## src/rtl/q_8_34a_pkg.sv

```systemverilog
// Shared sizes and controller state encoding for the q_8_34a ones counter.
package q_8_34a_pkg;

  localparam int unsigned data_size = 8;
  localparam int unsigned r2_size   = $clog2(data_size + 1);
  localparam int unsigned cnt_size  = $clog2(data_size + 1);

  // Largest legal number of shifts for one word.
  localparam logic [cnt_size-1:0] cnt_max = cnt_size'(data_size);

  typedef enum logic [2:0] {
    S_IDLE,
    S_1,
    S_2,
    S_3,
    S_ERR
  } ctrl_state_t;

endpackage

```

## src/rtl/q_8_34a_ctrl_if.sv

```systemverilog
// Start/ready/busy/done/err handshake between a requester and the ones-counter controller.
interface q_8_34a_ctrl_if;

  logic start;
  logic ready;
  logic busy;
  logic done;
  logic err;

  modport master (output start, input ready, busy, done, err);
  modport slave  (input start, output ready, busy, done, err);

endinterface

```

## src/rtl/q_8_34a.sv

```systemverilog
// Ones-counter datapath: R1 shifts into E, R2 counts; reset is synchronous active-low.
module q_8_34a
  import q_8_34a_pkg::*;
(
  input  logic                 clk,
  input  logic                 rst_b,
  input  logic [data_size-1:0] data_in,
  input  logic                 load_regs,
  input  logic                 shift,
  input  logic                 incr_r2,
  output logic                 zero,
  output logic                 E,
  output logic [r2_size-1:0]   R2
);

  logic [data_size-1:0] r1;
  logic                 e_q;
  logic [r2_size-1:0]   r2_q;

  always_ff @(posedge clk) begin
    if (!rst_b) begin
      r1   <= '0;
      e_q  <= 1'b0;
      r2_q <= '0;
    end else if (load_regs) begin
      r1   <= data_in;
      e_q  <= 1'b0;
      r2_q <= '1;
    end else if (shift) begin
      {e_q, r1} <= {r1, 1'b0};
    end else if (incr_r2) begin
      r2_q <= r2_q + 1'b1;
    end
  end

  assign zero = (r1 == '0);
  assign E    = e_q;
  assign R2   = r2_q;

endmodule

```

## src/rtl/q_8_34a_top.sv

```systemverilog
// Integration of the q_8_34a datapath with its controller; controls are exposed for observation.
module q_8_34a_top
  import q_8_34a_pkg::*;
(
  input  logic                 clk,
  input  logic                 rst,
  input  logic                 start,
  input  logic [data_size-1:0] data_in,
  output logic                 ready,
  output logic                 busy,
  output logic                 done,
  output logic                 err,
  output logic                 load_regs,
  output logic                 incr_r2,
  output logic                 shift,
  output logic [r2_size-1:0]   R2
);

  logic zero;
  logic e_flag;

  q_8_34a_ctrl_if hs ();

  assign hs.start = start;
  assign ready    = hs.ready;
  assign busy     = hs.busy;
  assign done     = hs.done;
  assign err      = hs.err;

  q_8_34a_ctrl u_ctrl (
    .clk       (clk),
    .rst       (rst),
    .hs        (hs),
    .zero      (zero),
    .E         (e_flag),
    .load_regs (load_regs),
    .incr_r2   (incr_r2),
    .shift     (shift)
  );

  q_8_34a u_dp (
    .clk       (clk),
    .rst_b     (~rst),
    .data_in   (data_in),
    .load_regs (load_regs),
    .shift     (shift),
    .incr_r2   (incr_r2),
    .zero      (zero),
    .E         (e_flag),
    .R2        (R2)
  );

endmodule

```

## src/rtl/q_8_34a_ctrl.sv

```systemverilog
// Ones-counter controller: load/shift/count sequencing with a handshake and shift-count watchdog.
module q_8_34a_ctrl
  import q_8_34a_pkg::*;
(
  input  logic           clk,
  input  logic           rst,
  q_8_34a_ctrl_if.slave  hs,
  input  logic           zero,
  input  logic           E,
  output logic           load_regs,
  output logic           incr_r2,
  output logic           shift
);

  ctrl_state_t         state, state_nx;
  logic [cnt_size-1:0] cnt, cnt_nx;
  logic                done_q, done_nx;
  logic                err_q, err_nx;
  logic                ready_c, busy_c;

  always_ff @(posedge clk) begin
    if (rst) begin
      state  <= S_IDLE;
      cnt    <= '0;
      done_q <= 1'b0;
      err_q  <= 1'b0;
    end else begin
      state  <= state_nx;
      cnt    <= cnt_nx;
      done_q <= done_nx;
      err_q  <= err_nx;
    end
  end

  always_comb begin
    state_nx  = state;
    cnt_nx    = cnt;
    done_nx   = 1'b0;
    err_nx    = err_q;
    load_regs = 1'b0;
    incr_r2   = 1'b0;
    shift     = 1'b0;
    ready_c   = 1'b0;
    busy_c    = 1'b0;
    case (state)
      S_IDLE, S_ERR: begin
        ready_c = 1'b1;
        if (hs.start) begin
          load_regs = 1'b1;
          cnt_nx    = '0;
          err_nx    = 1'b0;
          state_nx  = S_1;
        end
      end
      S_1: begin
        busy_c  = 1'b1;
        incr_r2 = 1'b1;
        if (zero) begin
          done_nx  = 1'b1;
          state_nx = S_IDLE;
        end else if (cnt == cnt_max) begin
          err_nx   = 1'b1;
          state_nx = S_ERR;
        end else begin
          state_nx = S_2;
        end
      end
      S_2: begin
        busy_c   = 1'b1;
        shift    = 1'b1;
        cnt_nx   = cnt + 1'b1;
        state_nx = S_3;
      end
      S_3: begin
        busy_c = 1'b1;
        if (E) begin
          state_nx = S_1;
        end else if (cnt == cnt_max) begin
          err_nx   = 1'b1;
          state_nx = S_ERR;
        end else begin
          state_nx = S_2;
        end
      end
      default: state_nx = S_IDLE;
    endcase
    // Controls are forced low in the reset cycle whatever state the FSM holds.
    if (rst) begin
      load_regs = 1'b0;
      incr_r2   = 1'b0;
      shift     = 1'b0;
    end
  end

  assign hs.ready = ready_c;
  assign hs.busy  = busy_c;
  assign hs.done  = done_q;
  assign hs.err   = err_q;

endmodule

```

## config.mk

```make
export PLATFORM = sky130hd
export DESIGN_NAME = q_8_34a_top
export DESIGN_NICKNAME = d
export VERILOG_FILES = /design/src/rtl/q_8_34a_pkg.sv /design/src/rtl/q_8_34a_ctrl_if.sv /design/src/rtl/q_8_34a.sv /design/src/rtl/q_8_34a_top.sv /design/src/rtl/q_8_34a_ctrl.sv
export SDC_FILE = /design/constraint.sdc
export NUM_CORES = 1
export LEC_CHECK = 0
export CAP_MARGIN = 20
export CORE_ASPECT_RATIO = 0.9
export CORE_MARGIN = 3
export CORE_UTILIZATION = 48
export DETAILED_ROUTE_END_ITERATION = 8
export PLACE_DENSITY = 0.77
export SYNTH_ARGS = -nofsm -noshare
export SYNTH_HDL_FRONTEND = slang
export SYNTH_SLANG_ARGS = --single-unit
```

## constraint.sdc

```tcl
create_clock -name clk -period 2.2 [get_ports clk]
set_clock_uncertainty 0.2 [all_clocks]
set_input_delay 0.44 -clock clk [delete_from_list [all_inputs] [get_ports clk]]
set_output_delay 0.44 -clock clk [all_outputs]
set_load 0.005 [all_outputs]
```

== After elaboration in Yosys (flattened, before gate mapping) ==
Cells that the tools add are included.
Storage, ports and cells
  register bits after elaboration: 22
  bits of input ports: 11
  logic and storage cells: 59
  output and inout bits: 11
Cells by class
  equality and inequality tests: 9
  reductions and logical operators: 13
  mux-type cells: 27
  add/sub/neg operators: 2
  bitwise gates (word level): 1
Operators with widths (number)
  $mux W4: 4
  $mux W8: 2
  $mux W1: 14
  $mux W3: 4
  $pmux W3 S4: 1
  $add A4 B1 Y4 const B: 2
  $logic_not A8 Y1: 1
  $ne A2 B2 Y1 const B: 4
  $pmux W4 S2: 1
  $eq A3 B2 Y1 const B: 2
  $reduce_bool A2 Y1: 3
  $reduce_or A2 Y1: 3
  $eq A4 B4 Y1 const B: 1
  $reduce_and A2 Y1: 2
  $reduce_and A4 Y1: 1
  $eq A3 B1 Y1 const B: 1
  $eq A3 B3 Y1 const B: 1
  $logic_not A3 Y1: 1
  $pmux W1 S3: 1
  $reduce_bool A3 Y1: 1
  $reduce_or A3 Y1: 1
  $not A1 Y1: 1

== Logic depth before layout (Yosys ltp) ==
Gate-level depths: netlist of the first run.
  depth after elaboration: 6
  depth in mapped cells: 6
  gate-level depth less buffers: 6

== By module ==
From an unflattened synthesis of the first run, not the netlist that was laid out.
Second synthesis, totals
  cell total of the unflattened synthesis: 121
  area, all modules: 1131.1 um^2
Modules (own cells, without submodules)
  q_8_34a: sequential area each 260.2 um^2, cells each 67, area an instance 629.4 um^2, instances 1
  q_8_34a_ctrl: sequential area each 180.2 um^2, cells each 53, area an instance 498.0 um^2, instances 1
  q_8_34a_top: sequential area each 0.0 um^2, cells each 1, area an instance 3.8 um^2, instances 1

== Least setup slack after synthesis of the first run ==
Ideal clock, no wire load.
  kind: reg-to-output
  start: reg u_ctrl.state[1]
  end: out shift
  path buffers: 1
  cell stages (with the launch flop): 4
  slack: 0.384 ns
  required time: 1.560 ns
  arrival: 1.176 ns
  cell sequence: dfxtp_1 -> nor3b_4 -> buf_4 -> nor2b_1
On the way
  word-level cells in the longest chain between the ends: 3
Ends and longest elaborated chain
  from (decl): RTL line q_8_34a_ctrl.sv:15  | ctrl_state_t state, state_nx;
  from (signal assigned): RTL line q_8_34a_ctrl.sv:28  | state <= state_nx;
  $eq A3 B2 Y1: RTL line q_8_34a_ctrl.sv:45  | case (state)
  $mux W1: RTL line q_8_34a_ctrl.sv:45
  $mux W1: RTL line q_8_34a_ctrl.sv:88  | if (rst) begin
  to (decl): RTL line q_8_34a_top.sv:15  | output logic shift,
No other way between the ends.

== Final worst setup path of the first run ==
  start: reg u_ctrl.state[0]
  end: out ready
On the way
  word-level cells in the longest chain between the ends: 3
  elaborated cells between the ends (all ways): 4
  classes of those cells: 1 x eq/ne; 1 x mux; 2 x reduce/logical
Ends and longest elaborated chain
  $eq A3 B3 Y1 / $logic_not A3 Y1 (equally long branches): RTL line q_8_34a_ctrl.sv:45
  $reduce_or A2 Y1 (*): RTL line q_8_34a_ctrl.sv:45
  $mux W1 (*): RTL line q_8_34a_ctrl.sv:45
  to (decl): RTL line q_8_34a_top.sv:9  | output logic ready,
Every way passes the cells marked *; elsewhere a longest branch is shown, timed or not.

==> results of run 1 <==
==> worst max-delay path, delay by kind of cell (launching register included) <==
family,cells,cell delay [ns]
buf+inv,2,0.66
flops,1,0.38
simple gates,1,0.13
==> layout make-up <==
class / instances / area (µm²)
fillers: 162 / 559
inverters: 4 / 15.0
clock inverters: 1 / 30.0
well taps: 25 / 31.3
clock buffers: 3 / 22.5
repair buffers: 34 / 309
flip-flops and latches: 22 / 449
multi-input cells: 78 / 536
==> routing by layer <==
layer / part of all wire / up-vias
met4: 0 / 0
li1: - / 464
met3: 0.067 / 0
met5: 0 / -
met2: 0.47 / 31
met1: 0.46 / 442
==> kinds of logic after synthesis <==
kind of cell,synth area share
AOI/OAI and AO/OA,0.194
and+or+nand+nor,0.228
adders and majority gates,0.0375
muxes,0.0400
xor gates and xnor gates,0.0262
buffers and inverters,0.0350
DFF,0.439
==> cells in the final DEF (no fill, tap or decap), types with 2 or more instances in the layout <==
master	instances
dfxtp_1	19
clkdlybuf4s50_1	16
a21oi_1	12
buf_4	12
nor2_1	8
nand2_1	7
a22oi_1	7
a211oi_1	5
inv_1	4
mux2i_1	4
nor3_1	4
dlygate4sd2_1	4
nand3b_1	3
ha_1	3
clkbuf_4	3
nor3b_4	2
nor2b_1	2
xor2_1	2
nor4_1	2
a31oi_1	2
dfxtp_4	2
==> through the flow <==
stage | util | TNS, ns | setup WS [ns]
3_5_place_dp | 0.665 | -0.545 | -0.218
4_1_cts | 0.710 | 0 | 0.0172
2_1_floorplan | - | 0 | 0.384
3_3_place_gp | 0.665 | -0.459 | -0.173
6_report | 0.713 | 0 | 0.0808
5_1_grt | 0.713 | -0.0138 | -0.0138
==> state kept, by name (all words and copies together), names as in the netlist <==
name / count
u_ctrl.hs.done: 1
u_ctrl.state: 3
u_dp.r1: 8
u_ctrl.cnt: 4
u_dp.R2: 4
u_ctrl.hs.err: 1
u_dp.E: 1
==> worst min-delay path by stage <==
| stage | cells after the start | end | slack (ns) |
|---|---|---|---|
| floorplan | 2 | u_dp.r1[6] | 0.25 |
| global placement | 2 | u_ctrl.hs.err | 0.24 |
| detailed placement | 2 | u_ctrl.hs.err | 0.26 |
| CTS | 2 | u_ctrl.hs.err | 0.28 |
| global route | 2 | u_ctrl.hs.err | 0.29 |
| finish | 2 | u_ctrl.hs.err | 0.27 |
==> power breakdown <==
part	switching (mW)	internal [mW]
Combinational	0.0897	0.102
Clock	0.127	0.184
Sequential	0.0240	0.423
Total	0.241	0.709
==> timing repair <==
| item | 4_1_cts | 5_1_grt |
|---|---|---|
| setup endpoints to repair | 4 | 3 |
| setup buffers | 3 | 0 |
| gates resized for setup | 12 | 2 |
| gates cloned | 0 | 0 |
| hold buffers | 0 | 0 |
==> impl_results.md, run 1 <==
- CTS tree: done
- Placer congestion estimate: 0.802
- Area contributors post-synth: dfxtp_1 (44%), a21oi_1 (6.0%), a22oi_1 (5.2%)
- Die Area: 2670 µm²
- Grt met2 use: 0.317
- Tcrit/Tclk final: 0.963
- Root Buffer: clkbuf_4
- Synthesis warning total: 0
- Hold Vio Cnt, Final: 0
- Seq/Total Area, Yosys: 0.439
- Fmax: 0.472 GHz
- Mapped Cells: 108
- R2R Path End: u_ctrl.state[2]
- Drt initial violations: 27
- Crit end category: primary output
- Largest stage delay on the critical path: 0.51 ns
- Area share of the largest cell type after synthesis: 0.439
- Total of max-cap violations: 0
- Slew headroom: 0.586
- Worst-path clk slew: 0.13 ns
- CTS Sinks: 22
- Critical path fanouts, max: 4
- Critical-path top delay cell: clkdlybuf4s50_1
- Cell variety after synth: 33
- Area growth, synth to finish: 39.0%
- I/O Buffers: 21
- Min-Delay Path Class: flip-flop to flip-flop
- Final WL: 2470 µm
- Worst-path cell chain: buf_4, nor2_4, clkdlybuf4s50_1
- Tmin final: 2.12 ns
- Num ports: 22
- Via Count: 937
- Post-Synthesis Cell Area: 1000 µm²
- CTS max path bufs: 2
- Area leader, netlist: dfxtp_1
- R2R Setup Slk: 0.49 ns
- Final Non-Filler Cells: 167
- HPWL after detailed placement: 1730 µm
- Lkg Pwr: 0.548 nW
- Total Power: 950 µW
- Post-synth top flop: dfxtp_1
- Most frequent cell after synthesis: dfxtp_1
- Pwr/cell area: 682 nW/µm²
- Vias/cell: 5.61
- CTS buffer count: 3
- Row count: 15
- Status: completed
- Drt pass-1 iters: 4
- Fin nets: 157
- Initial Util: 0.513
- Average size of a mapped cell: 9.28 µm²
- H-tree Lvls: 1
- Design area: 1390 µm²
- Core footprint: 1950 µm²
- GRT Resource Usage Total: 0.208
- Worst setup path class: flip-flop to primary output
- Share of layout cells above drive strength 1: 0.183
- GRT met1 Usage: 0.293
- Least-Margin Pin Slew: 0.615 ns
- Overflow after GRT: 0
- Post-synthesis register bit count: 22
- Placed cell areas: 1300 µm²
- Global-route wire length before repair: 4190 µm
- Vias in the first global route: 914
- Global-route track usage on met3: 0.0642
- ANT nets after route: 0
- Die Width: 54.2 µm
- CP startpoint: u_ctrl.state[0]
- Die Ht: 49.4 µm
- R2R cell count: 4
- Setup violators final: 0
- Max VDD drop: 0.493 mV
- Initial antenna violation count: 0
- Critical Path Sink: ready
- Worst hold path startpoint: u_ctrl.hs.err
- CP arrival: 1.48 ns
- Placed Cells: 160
- Final Max Slew Viols: 0
- EDFF count, synth: 0
- Worst Path Required: 1.56 ns
- N_diodes: 0
- Pin count of the biggest net entering global routing: 17
- Syn nets: 122
- DRC Markers: 0
- GRT Max-Usage Layer: met2
- Worst hold margin: 0.272 ns
- Wire per inst: 14.8 µm
- Ys async rst share: 0
- Clk Latency, worst-skew pair: 0.31 ns
- CP Launch Type: flip-flop
- Reg-to-reg startpoint: u_dp.r1[3]
- Leading cell types by count after synthesis: dfxtp_1 (22), a21oi_1 (12), nor2_1 (9)
Note: power is estimated with default switching activity, not from simulation.
==> inputs of run 2 (changes only) <==
--- a/config.mk
+++ b/config.mk
@@ -8,9 +8,11 @@
 export CAP_MARGIN = 20
 export CORE_ASPECT_RATIO = 0.9
 export CORE_MARGIN = 3
-export CORE_UTILIZATION = 48
+export CORE_UTILIZATION = 59
 export DETAILED_ROUTE_END_ITERATION = 8
-export PLACE_DENSITY = 0.77
+export DONT_BUFFER_PORTS = 1
+export MAX_ROUTING_LAYER = met4
+export PLACE_DENSITY = 0.76
 export SYNTH_ARGS = -nofsm -noshare
 export SYNTH_HDL_FRONTEND = slang
 export SYNTH_SLANG_ARGS = --single-unit
==> run 2 against run 1 <==
  * Non-clock buffer count shrank 28
  * Worst setup slack gained 0.080 ns
  * Combinational power shrank 35%
  * Critical path depth shrank 1
  * Highest routed layer is now met4
  * Sequential share of layout area grew 8.5 points
  * Clock power shrank 43%
  * Maximum frequency grew 3.9%
  * Via count shrank 12%
==> impl_results.md, run 2 (same netlist as run 1, synthesis figures left out) <==
- Wire per inst: 16.0 µm
- Die Width: 49.4 µm
- HPWL after detailed placement: 1570 µm
- Core footprint: 1510 µm²
- Die Ht: 45.1 µm
- Row count: 13
- Worst-path clk slew: 0.12 ns
- Overflow after GRT: 0
- Clk Latency, worst-skew pair: 0.31 ns
- CP arrival: 1.40 ns
- Num ports: 22
- GRT Resource Usage Total: 0.225
- CTS buffer count: 3
- Crit path max-delay family: simple AND/OR/NAND/NOR gates
- Worst path bufs/invs: 0
- Critical path fanouts, max: 5
- I/O Buffers: 0
- Reg-to-reg startpoint: u_ctrl.state[2]
- Min-Delay Path Class: input port to flip-flop
- CTS Sinks: 22
- Root Buffer: clkbuf_4
- Vias/cell: 6.11
- Die Area: 2230 µm²
- Share of layout cells above drive strength 1: 0.106
- R2R cell count: 5
- Post-CTS setup buffer count: 0
- Largest register FFs: 8
- Hold bufs inserted after CTS: 1
- Setup TNS: 0 ns
- Largest stage delay on the critical path: 0.46 ns
- Total of max-cap violations: 0
- Vias in the first global route: 763
- Most frequent cells in the layout: dfxtp_1 (22), a21oi_1 (12), nor2_1 (9)
- Post_cts resized: 0
- Largest reg by FF count: u_dp.r1
- Tmin final: 2.04 ns
- Initial Util: 0.663
- CTS max path bufs: 2
- RSZ-0062 raised after global routing: false
- Hold endpoint: u_dp.r1[4]
- ANT nets after route: 0
- Area growth, synth to finish: 7.74%
- Fill cells: 130
- Global-route wire length before repair: 3550 µm
- Most common cell after layout, fill and taps aside: dfxtp_1
- Fin nets: 129
- N_diodes: 0
- Worst hold path startpoint: data_in[4]
- Worst setup path class: flip-flop to primary output
- Setup violators final: 0
- Max VDD drop: 0.479 mV
- Hold depth: 2
- Lkg Pwr: 0.386 nW
- Worst hold margin: 0.113 ns
- Drt initial violations: 13
- Least-Margin Pin Slew: 0.779 ns
- Worst-path cell chain: nor3b_4, and2b_1
- Initial antenna violation count: 0
- R2R Setup Slk: 0.48 ns
- Placer congestion estimate: 0.843
- Pin count of the biggest net entering global routing: 22
- R2R Path End: u_ctrl.cnt[3]
- DRC Markers: 0
- Critical-path top delay cell: dfxtp_1
- CP Launch Type: flip-flop
- H-tree Lvls: 1
- Status: completed
- Fmax: 0.490 GHz
- Final WL: 2160 µm
- CTS tree: done
- Crit end category: primary output
- Via Count: 825
- Drt pass-1 iters: 4
- Pwr/cell area: 695 nW/µm²
- Hold Vio Cnt, Final: 0
- Final Max Slew Viols: 0
- Slew headroom: 0.479
- Tcrit/Tclk final: 0.927
- Worst Path Required: 1.56 ns
==> run 2: cell type report <==
| cell class | instances | area, µm² | area share |
|---|---|---|---|
| clock buffer | 3 | 22.5 | 0.0209 |
| inverter | 4 | 15.0 | 0.0139 |
| multi-input combinational | 78 | 527 | 0.488 |
| tap | 22 | 27.5 | 0.0255 |
| sequential | 22 | 440 | 0.408 |
| timing repair buffer | 6 | 47.5 | 0.0440 |
==> run 2: how the worst max path moves through the flow <==
stage / depth (start not counted) / endpoint / start / slack [ns]
2_1_floorplan: 3 / shift / u_ctrl.state[1] / 0.38
3_3_place_gp: 4 / u_ctrl.state[1] / u_dp.r1[3] / 0.54
3_5_place_dp: 5 / u_ctrl.cnt[3] / u_ctrl.state[2] / 0.53
4_1_cts: 2 / incr_r2 / u_ctrl.state[0] / 0.18
5_1_grt: 3 / load_regs / u_ctrl.state[1] / 0.08
6_report: 2 / incr_r2 / u_ctrl.state[0] / 0.16
==> run 2: per-stage QoR <==
step	worst slack, ns	power [mW]	instances	utilization	area [µm²]
global route	0.0814	0.793	135	0.714	1080
finish	0.161	0.750	135	0.714	1080
global placement	0.538	0.569	131	0.692	1050
floorplan	0.384	0.543	108	-	1000
CTS	0.178	0.758	135	0.714	1080
detailed placement	0.529	0.573	131	0.692	1050
==> run 2: metal layers <==
metal	track usage	routed length (µm)	vias to the layer above
met4	0.0829	27	0
met3	0.0858	133	5
li1	-	-	407
met2	0.332	929	24
met5	-	0	-
met1	0.284	1070	389
==> run 2: report_power, final <==
group | switching [mW] | total, mW | leakage (nW) | internal, mW
clock | 0.113 | 0.177 | 0.0138 | 0.0640
combinational | 0.0719 | 0.124 | 0.192 | 0.0516
sequential | 0.0262 | 0.449 | 0.180 | 0.423
==> inputs of run 3 (changes only) <==
--- a/config.mk
+++ b/config.mk
@@ -7,12 +7,13 @@
 export LEC_CHECK = 0
 export CAP_MARGIN = 20
 export CORE_ASPECT_RATIO = 0.9
-export CORE_MARGIN = 3
+export CORE_MARGIN = 10
 export CORE_UTILIZATION = 59
 export DETAILED_ROUTE_END_ITERATION = 8
 export DONT_BUFFER_PORTS = 1
 export MAX_ROUTING_LAYER = met4
 export PLACE_DENSITY = 0.76
+export SKIP_LAST_GASP = 1
 export SYNTH_ARGS = -nofsm -noshare
 export SYNTH_HDL_FRONTEND = slang
 export SYNTH_SLANG_ARGS = --single-unit
==> run 3 against run 2 <==
  * Clock power is 75% higher
  * Design area increased by 1.9%
  * Largest power group unchanged
  * Sequential share of layout area down 0.74 points
==> impl_results.md, run 3 (same netlist as run 1, synthesis figures left out) <==
- Global-route wire length before repair: 3530 µm
- Initial Util: 0.609
- Total of max-cap violations: 0
- Drt initial violations: 27
- Hold Vio Cnt, Final: 0
- Design area: 1100 µm²
- Setup TNS: 0 ns
- Final WL: 2130 µm
- Worst-path clk slew: 0.12 ns
- Worst setup path class: flip-flop to primary output
- Status: completed
- Setup violators final: 0
- Crit end category: primary output
- Placer congestion estimate: 0.887
- CTS tree: done
- CTS Sinks: 22
- GRT Resource Usage Total: 0.121
- Root Buffer: clkbuf_4
- CTS max path bufs: 2
- Vias in the first global route: 755
- RSZ-0062 raised after global routing: false
- HPWL after detailed placement: 1560 µm
- Worst Path Required: 1.56 ns
- Slew headroom: 0.483
- Tmin final: 2.00 ns
- Placed cell areas: 1030 µm²
- Fmax: 0.499 GHz
- Final Max Slew Viols: 0
- I/O Buffers: 0
- DRC Markers: 0
- CP arrival: 1.36 ns
- Wire per inst: 15.6 µm
- Share of layout cells above drive strength 1: 0.107
- Initial antenna violation count: 0
- Tcrit/Tclk final: 0.911
- Lkg Pwr: 0.391 nW
- Post-CTS setup buffer count: 0
- Die Ht: 59.1 µm
- Drt pass-1 iters: 4
- ANT nets after route: 0
- Least-Margin Pin Slew: 0.772 ns
- Row count: 14
- Largest register FFs: 8
- Final core utilization: 0.668
- Num ports: 22
- Die Width: 63.4 µm
- H-tree Lvls: 1
- Core footprint: 1650 µm²
- Max VDD drop: 0.675 mV
- Critical path fanouts, max: 7
- Most common cell after layout, fill and taps aside: dfxtp_1
- Via Count: 804
- Final Non-Filler Cells: 136
- N_diodes: 0
- Min-Delay Path Class: input port to flip-flop
- Pin count of the biggest net entering global routing: 22
- Fin nets: 127
- Most frequent cells in the layout: dfxtp_1 (22), a21oi_1 (12), nor2_1 (8)
- Total Power: 878 µW
- Placed Cells: 131
- Overflow after GRT: 0
- Clk Latency, worst-skew pair: 0.31 ns
- Vias/cell: 5.91
- CTS buffer count: 3
- Die Area: 3750 µm²
- Area growth, synth to finish: 9.74%
- Largest reg by FF count: u_dp.r1
- Pwr/cell area: 799 nW/µm²
- CP Launch Type: flip-flop
run 3: changes by cell type in the layout (fill, tap and decap cells not counted):
| cell | change |
|---|---|
| buf_4 | -2 |
| bufinv_16 | +1 |
| nor2_1 | -1 |
| nor2_2 | +1 |
run 3: what timing repair did:
| action | in CTS | in global routing |
|---|---|---|
| endpoints found under the setup margin | 0 | 1 |
| endpoints found under the hold margin | 21 | 0 |
| resized for setup | 0 | 1 |
| hold buffers | 1 | 0 |
run 3: layout make-up:
type	instances	area, µm²
Sequential cell	22	440
Multi-Input combinational cell	78	529
Fill cell	146	547
Inverter	4	15.0
Clock buffer	3	22.5
Clock inverter	1	30.0
Tap cell	24	30.0
Timing Repair Buffer	4	32.5
run 3: worst paths after layout:
kind                    to  cells after the start            start  slack [ns]
min             u_dp.r1[0]                      2       data_in[0]        0.10
min reg2reg  u_ctrl.hs.err                      2    u_ctrl.hs.err        0.28
max                  shift                      2  u_ctrl.state[1]        0.20
max reg2reg  u_ctrl.cnt[3]                      5  u_ctrl.state[1]        0.44
run 3: where the power goes:
group | switching (mW) | internal, mW | leakage [nW]
combinational | 0.0698 | 0.0489 | 0.183
sequential | 0.0260 | 0.423 | 0.180
clock | 0.126 | 0.184 | 0.0279
total | 0.222 | 0.656 | 0.391
run 3: metrics by stage:
stage | setup WS [ns] | hold slack, ns
after floorplan | 0.384 | 0.249
after global routing | 0.0669 | 0.0827
final | 0.196 | 0.101
after global placement | 0.469 | 0.258
after detailed placement | 0.438 | 0.262
after CTS | 0.0753 | 0.0847
run 3: layer usage:
metal	global-route usage	share of wire	vias to the layer above
met5	-	0	-
met4	0.0467	0.011	0
met3	0.0510	0.060	4
met2	0.176	0.44	20
met1	0.144	0.48	370
li1	-	-	410
run 3: critical path, cell delays in order (launching register included):
cell     delay (ns)
dfxtp_1        0.50
nor3b_4        0.33
nor2b_1        0.22
